===== config.mk =====
export PLATFORM = sky130hd
export DESIGN_NAME = fetch_stage
export DESIGN_NICKNAME = d
export VERILOG_FILES = /design/src/rtl/fetch_pkg.sv /design/src/rtl/if_id_reg.sv /design/src/rtl/fetch_stage.sv
export SDC_FILE = /design/constraint.sdc
export NUM_CORES = 1
export LEC_CHECK = 0
export ABC_AREA = 1
export CORE_MARGIN = 2
export CORE_UTILIZATION = 30
export CTS_BUF_LIST = sky130_fd_sc_hd__clkbuf_8
export CTS_CLUSTER_SIZE = 40
export DETAILED_ROUTE_END_ITERATION = 16
export GPL_ROUTABILITY_DRIVEN = 0
export HOLD_SLACK_MARGIN = 0.08
export PLACE_DENSITY = 0.68
export SLEW_MARGIN = 25
export SYNTH_ARGS = -nofsm -noshare
export SYNTH_HDL_FRONTEND = slang
export SYNTH_SLANG_ARGS = --single-unit

===== constraint.sdc =====
create_clock -name clk -period 2.2 [get_ports clk]
set_input_delay 0.44 -clock clk [delete_from_list [all_inputs] [get_ports clk]]
set_output_delay 0.44 -clock clk [all_outputs]
set_load 0.005 [all_outputs]

===== src/rtl/fetch_pkg.sv =====
// Shared types and constants for the RV32I instruction-fetch stage.
// if_id_t fields are XLEN wide; fetch_stage DATA_WIDTH must equal XLEN.
package fetch_pkg;

    localparam int unsigned XLEN = 32;

    localparam logic [XLEN-1:0] FETCH_NOP      = 32'h0000_0013;
    localparam logic [XLEN-1:0] FETCH_RESET_PC = 32'h0000_0000;

    typedef enum logic {
        StBoot,
        StRun
    } fetch_state_e;

    typedef struct packed {
        logic [XLEN-1:0] pc;
        logic [XLEN-1:0] pc4;
        logic [XLEN-1:0] instr;
        logic            valid;
        logic            fault;
    } if_id_t;

endpackage


===== src/rtl/if_id_reg.sv =====
// IF/ID pipeline register: synchronous reset, bubble load and stall hold.
// A bubble keeps the capture PC/PC+4 but replaces the instruction with a NOP.
module if_id_reg
    import fetch_pkg::*;
#(
    parameter logic [XLEN-1:0] NOP_INSTR = FETCH_NOP
) (
    input  logic   clk_i,
    input  logic   rst_i,
    input  logic   stall_i,
    input  logic   bubble_i,
    input  if_id_t capture_i,
    output if_id_t if_id_o
);

    if_id_t if_id_q;
    if_id_t if_id_d;

    always_comb begin
        if_id_d = if_id_q;
        if (bubble_i) begin
            if_id_d.pc    = capture_i.pc;
            if_id_d.pc4   = capture_i.pc4;
            if_id_d.instr = NOP_INSTR;
            if_id_d.valid = 1'b0;
            if_id_d.fault = 1'b0;
        end else if (!stall_i) begin
            if_id_d = capture_i;
        end
    end

    always_ff @(posedge clk_i) begin
        if (rst_i) begin
            if_id_q.pc    <= '0;
            if_id_q.pc4   <= '0;
            if_id_q.instr <= NOP_INSTR;
            if_id_q.valid <= 1'b0;
            if_id_q.fault <= 1'b0;
        end else begin
            if_id_q <= if_id_d;
        end
    end

    assign if_id_o = if_id_q;

endmodule


===== src/rtl/fetch_stage.sv =====
// IF stage: PC register, BOOT/RUN sequencing, next-PC mux, fetch-fault decode.
// Define FETCH_PERF_CNT_EN to add the fetch_cnt/bubble_cnt performance counters.
module fetch_stage
    import fetch_pkg::*;
#(
    parameter int unsigned           DATA_WIDTH = XLEN,
    parameter int unsigned           ADDR_WIDTH = 13,
    parameter logic [DATA_WIDTH-1:0] RESET_PC   = FETCH_RESET_PC,
    parameter logic [DATA_WIDTH-1:0] NOP_INSTR  = FETCH_NOP
) (
    input  logic                  clk,
    input  logic                  rst,
    input  logic                  stall_f,
    input  logic                  flush_d,
    input  logic                  redirect_valid,
    input  logic [DATA_WIDTH-1:0] redirect_pc,
    output logic [ADDR_WIDTH-1:0] imem_addr,
    input  logic [DATA_WIDTH-1:0] imem_rdata,
    output logic [DATA_WIDTH-1:0] pc_f,
    output logic [DATA_WIDTH-1:0] pc_d,
    output logic [DATA_WIDTH-1:0] pc4_d,
    output logic [DATA_WIDTH-1:0] instr_d,
    output logic                  valid_d,
    output logic                  fault_d
`ifdef FETCH_PERF_CNT_EN
    ,
    output logic [31:0]           fetch_cnt,
    output logic [31:0]           bubble_cnt
`endif
);

    fetch_state_e          state_q, state_d;
    logic [DATA_WIDTH-1:0] pc_f_q, pc_f_d;
    logic [DATA_WIDTH-1:0] pc_plus4;
    logic                  fetch_fault;
    logic                  if_bubble;
    logic                  if_stall;
    if_id_t                capture;
    if_id_t                if_id;

    assign pc_plus4    = pc_f_q + DATA_WIDTH'(4);
    assign fetch_fault = (pc_f_q[1:0] != 2'b00) || (pc_f_q[DATA_WIDTH-1:ADDR_WIDTH] != '0);

    always_comb begin
        state_d   = state_q;
        pc_f_d    = pc_f_q;
        if_bubble = 1'b0;
        if_stall  = 1'b0;
        unique case (state_q)
            StBoot: begin
                state_d   = StRun;
                if_bubble = 1'b1;
                if (redirect_valid) begin
                    pc_f_d = redirect_pc;
                end
            end
            StRun: begin
                if (redirect_valid) begin
                    pc_f_d = redirect_pc;
                end else if (!stall_f) begin
                    pc_f_d = pc_plus4;
                end
                // Redirect squashes the wrong-path word even while stalled.
                if (flush_d || redirect_valid) begin
                    if_bubble = 1'b1;
                end else if (stall_f) begin
                    if_stall = 1'b1;
                end
            end
        endcase
    end

    always_ff @(posedge clk) begin
        if (rst) begin
            state_q <= StBoot;
            pc_f_q  <= RESET_PC;
        end else begin
            state_q <= state_d;
            pc_f_q  <= pc_f_d;
        end
    end

    always_comb begin
        capture.pc    = pc_f_q;
        capture.pc4   = pc_plus4;
        capture.instr = fetch_fault ? NOP_INSTR : imem_rdata;
        capture.valid = 1'b1;
        capture.fault = fetch_fault;
    end

    if_id_reg #(
        .NOP_INSTR (NOP_INSTR)
    ) u_if_id_reg (
        .clk_i     (clk),
        .rst_i     (rst),
        .stall_i   (if_stall),
        .bubble_i  (if_bubble),
        .capture_i (capture),
        .if_id_o   (if_id)
    );

    assign imem_addr = pc_f_q[ADDR_WIDTH-1:0];
    assign pc_f      = pc_f_q;
    assign pc_d      = if_id.pc;
    assign pc4_d     = if_id.pc4;
    assign instr_d   = if_id.instr;
    assign valid_d   = if_id.valid;
    assign fault_d   = if_id.fault;

`ifdef FETCH_PERF_CNT_EN
    logic [31:0] fetch_cnt_q;
    logic [31:0] bubble_cnt_q;

    always_ff @(posedge clk) begin
        if (rst) begin
            fetch_cnt_q  <= '0;
            bubble_cnt_q <= '0;
        end else begin
            if (!if_bubble && !if_stall) begin
                fetch_cnt_q <= fetch_cnt_q + 32'd1;
            end
            if (if_bubble) begin
                bubble_cnt_q <= bubble_cnt_q + 32'd1;
            end
        end
    end

    assign fetch_cnt  = fetch_cnt_q;
    assign bubble_cnt = bubble_cnt_q;
`endif

endmodule

==> reports/qor.yml <==
logic_synthesis:
  syn_nets: 861
  synthCells: 791
  yosysTopAreaCell: "dfxtp_1"
  async_reset_ff_share_pct: 0
  synth_area_leaders: "dfxtp_1 44%, o21ai_0 7.1%, nand2_1 6.9%, buf_4 6.0%, nor2_1 5.5%"
  synth_seq_cells: 129
  synth_enable_flop_cells: 0
  yosysSeqAreaShare_pct: 43.8
  syn_area_per_cell_sq_um: 7.45
  synth_top_area_share_pct: 43.8
  synth_cell_type_count: 31
  synthesis.area_sq_mm: 0.00589
  synth.most_common_cell: "dfxtp_1"
  ys_warn_count: 0
  synth_top_cells_by_count: "129 x dfxtp_1, 108 x nand2_1, 87 x nor2_1"
  ys.flop_type: "dfxtp_1"
global_routing:
  gr-total-overflow: 0
  antenna_found_initial: 0
  grt_pass1_vias: 5692
  track_usage_pct: 19.4
  grt_pass1_wl_mm: 30.6
  grt_start_max_net_pins: 77
die:
  start_util_pct: 30.5
  rows: 51
  die_w_microns: 144
  die-area_sq_mm: 0.0208
  io_pins: 212
  coreArea_sq_mm: 0.0193
  die_h_microns: 144
sta:
  hold_violations: 0
  skew_ns: 0.0132
  final-max-slew-violation-count: 0
  rsz0062_at_grt: "false"
  max_freq_mhz: 498
  period_needed_ns: 2.01
  finalSetupViolations: 0
  slew_headroom_pct: 65.1
  fin_setup_tns_ns: 0
  post-route-period-util_pct: 91.2
  setup_slack_ns: 0.193
  worstMarginPinSlew_ns: 0.521
critical_path:
  arrival_ns: 1.57
  r2r-start: "pc_f[2]$_SDFFE_PP0P_"
  end_kind: "primary output"
  cp_max_fo: 5
  crit_path_start_kind: "flip-flop"
  r2r_cells: 10
  critPathKind: "reg -> out"
  r2r-end: "u_if_id_reg.if_id_o[60]$_SDFFE_PP0P_"
  r2r_setup_slack_ns: 0.20
  worstPathRequired_ns: 1.76
  critPathMaxStageDelay_ns: 0.51
  critPathSlowestCell: "clkdlybuf4s50_1"
  crit_chain: "buf_4 > clkdlybuf4s50_1"
route:
  routed_wl_mm: 20.0
  vias: 5945
  via_per_inst: 4.82
  route.detailed.drc: 0
  postRouteAntennaNets: 0
  drt_iter0_drc: 435
  dr.pass1.iters: 7
  wl_per_cell_microns: 16.2
power:
  p_per_area_mw_per_mm2: 662
  ir_drop_uv: 639
  p_leak_nw: 3.32
min_path:
  worstHoldEndpoint: "u_if_id_reg.if_id_o[36]$_SDFFE_PP0P_"
  hp-start: "u_if_id_reg.if_id_o[36]$_SDFFE_PP0P_"
  worstHoldPathCells: 2
  worstHoldPathType: "reg -> reg"
placed_design:
  preCtsSetupSlack_ns: 0.0287
  port_buffers: 211
  hpwl_mm: 14.9
clock_network:
  root_buffer: "clkbuf_8"
  cts_resized: 0
  hold_buffers: 0
  cts_tree: "done"
  clk_pin_slew_ns: 0.08
  cts_sinks: 129
  htree_levels: 4
  clockBufferDepth: 2
  cts_buffers: 17
  cts_setup_buffers: 0
  clk_latency_ns: 0.47
finish:
  nets: 1026
  multi_input_area_sq_mm: 0.00253
  diodes: 0
  seqCellArea_sq_mm: 0.00258
  n_fill_cell: 1973
  syn2layout_area_growth_pct: 43.9
  drive_above_1_share_pct: 8.98
run_status:
  status: "finished, final reports clean"
flow_run:
  cap_violations: 0
==> layout by cell type, fill, tap and decap left out, drive strengths merged <==
| cell | n |
|---|---|
| o21ai | 87 |
| xnor2 | 1 |
| nand3b | 1 |
| clkinv | 6 |
| ha | 1 |
| o211ai | 23 |
| nor2 | 90 |
| xor2 | 7 |
| nand4 | 5 |
| nand2 | 112 |
| o21bai | 3 |
| inv | 66 |
| and2 | 1 |
| clkinvlp | 7 |
| buf | 25 |
| a22oi | 3 |
| or2 | 14 |
| bufinv | 2 |
| o221ai | 13 |
| nor3 | 3 |
| nor4 | 2 |
| o22ai | 20 |
| a31o | 1 |
| nand3 | 56 |
| clkdlybuf4s50 | 211 |
| clkbuf | 18 |
| a21oi | 62 |
| dfxtp | 129 |
==> kinds of logic (layout without fill, tap and decap cells) <==
| kind of cell | after synthesis | count (layout) | share of synthesized area, % |
|---|---|---|---|
| adder cells (fa/ha/maj) | 1 | 1 | 0.212 |
| buffers and inverters | 157 | 335 | 13.2 |
| flip-flops | 129 | 129 | 43.8 |
| AND/OR/NAND/NOR | 284 | 284 | 21.0 |
| AO/OA/AOI/OAI | 212 | 212 | 20.6 |
| XOR/XNOR | 8 | 8 | 1.19 |
==> routing by layer <==
layer / track usage (%) / share of wire [%] / vias up
met5: 0 / 0 / -
met3: 8.25 / 11 / 23
met4: 6.30 / 2.0 / 0
met2: 31.8 / 47 / 256
li1: - / - / 2945
met1: 23.0 / 40 / 2721
==> layout make-up <==
type	count	area share (%)
Multi-Input combinational cell	505	29.9
Tap cell	265	3.91
Timing Repair Buffer	236	28.2
Clock buffer	18	2.92
Clock inverter	14	1.67
Sequential cell	129	30.5
Inverter	67	2.98
==> how the worst max path moves through the flow <==
stage                                                end  cells after the start            startpoint  slack, ns
floorplan           u_if_id_reg.if_id_o[54]$_SDFFE_PP0P_                      8  pc_f[2]$_SDFFE_PP0P_       0.65
global placement    u_if_id_reg.if_id_o[14]$_SDFFE_PP0N_                      8        redirect_valid       0.05
detailed placement   u_if_id_reg.if_id_o[9]$_SDFFE_PP0N_                      8        redirect_valid       0.03
CTS                                              pc_f[4]                      2  pc_f[4]$_SDFFE_PP0P_       0.16
global route                       pc_f[26]$_SDFFE_PP0P_                     10  pc_f[2]$_SDFFE_PP0P_       0.01
finish                                           pc_f[4]                      2  pc_f[4]$_SDFFE_PP0P_       0.19
==> where the power goes <==
part	total, mW	switching [mW]	internal [mW]
clock network	2.05	1.03	1.02
registers	2.60	0.130	2.47
logic	0.959	0.421	0.538
total	5.61	1.58	4.03
==> worst max-delay path: cells and delay by family, from the launching register on <==
kind	cells	cell delay (ns)
buffers and inverters	2	0.69
flip-flops	1	0.42
==> sequential cells by signal, summed over array words and instances (netlist names) <==
name                 count
pc_f                    32
state_q                  1
u_if_id_reg.if_id_o     96
==> stage by stage <==
stage	area [sq um]	util [%]	power, mW	hold slack (ns)	std cells
finish	8480	43.8	5.61	0.467	1234
CTS	8480	43.8	5.66	0.472	1234
floorplan	5890	-	3.09	0.456	791
detailed placement	8090	41.8	3.62	0.462	1202
global placement	8090	41.8	3.61	0.456	1202
global route	8480	43.8	5.88	0.490	1234
(Power assumes the default switching activity.)
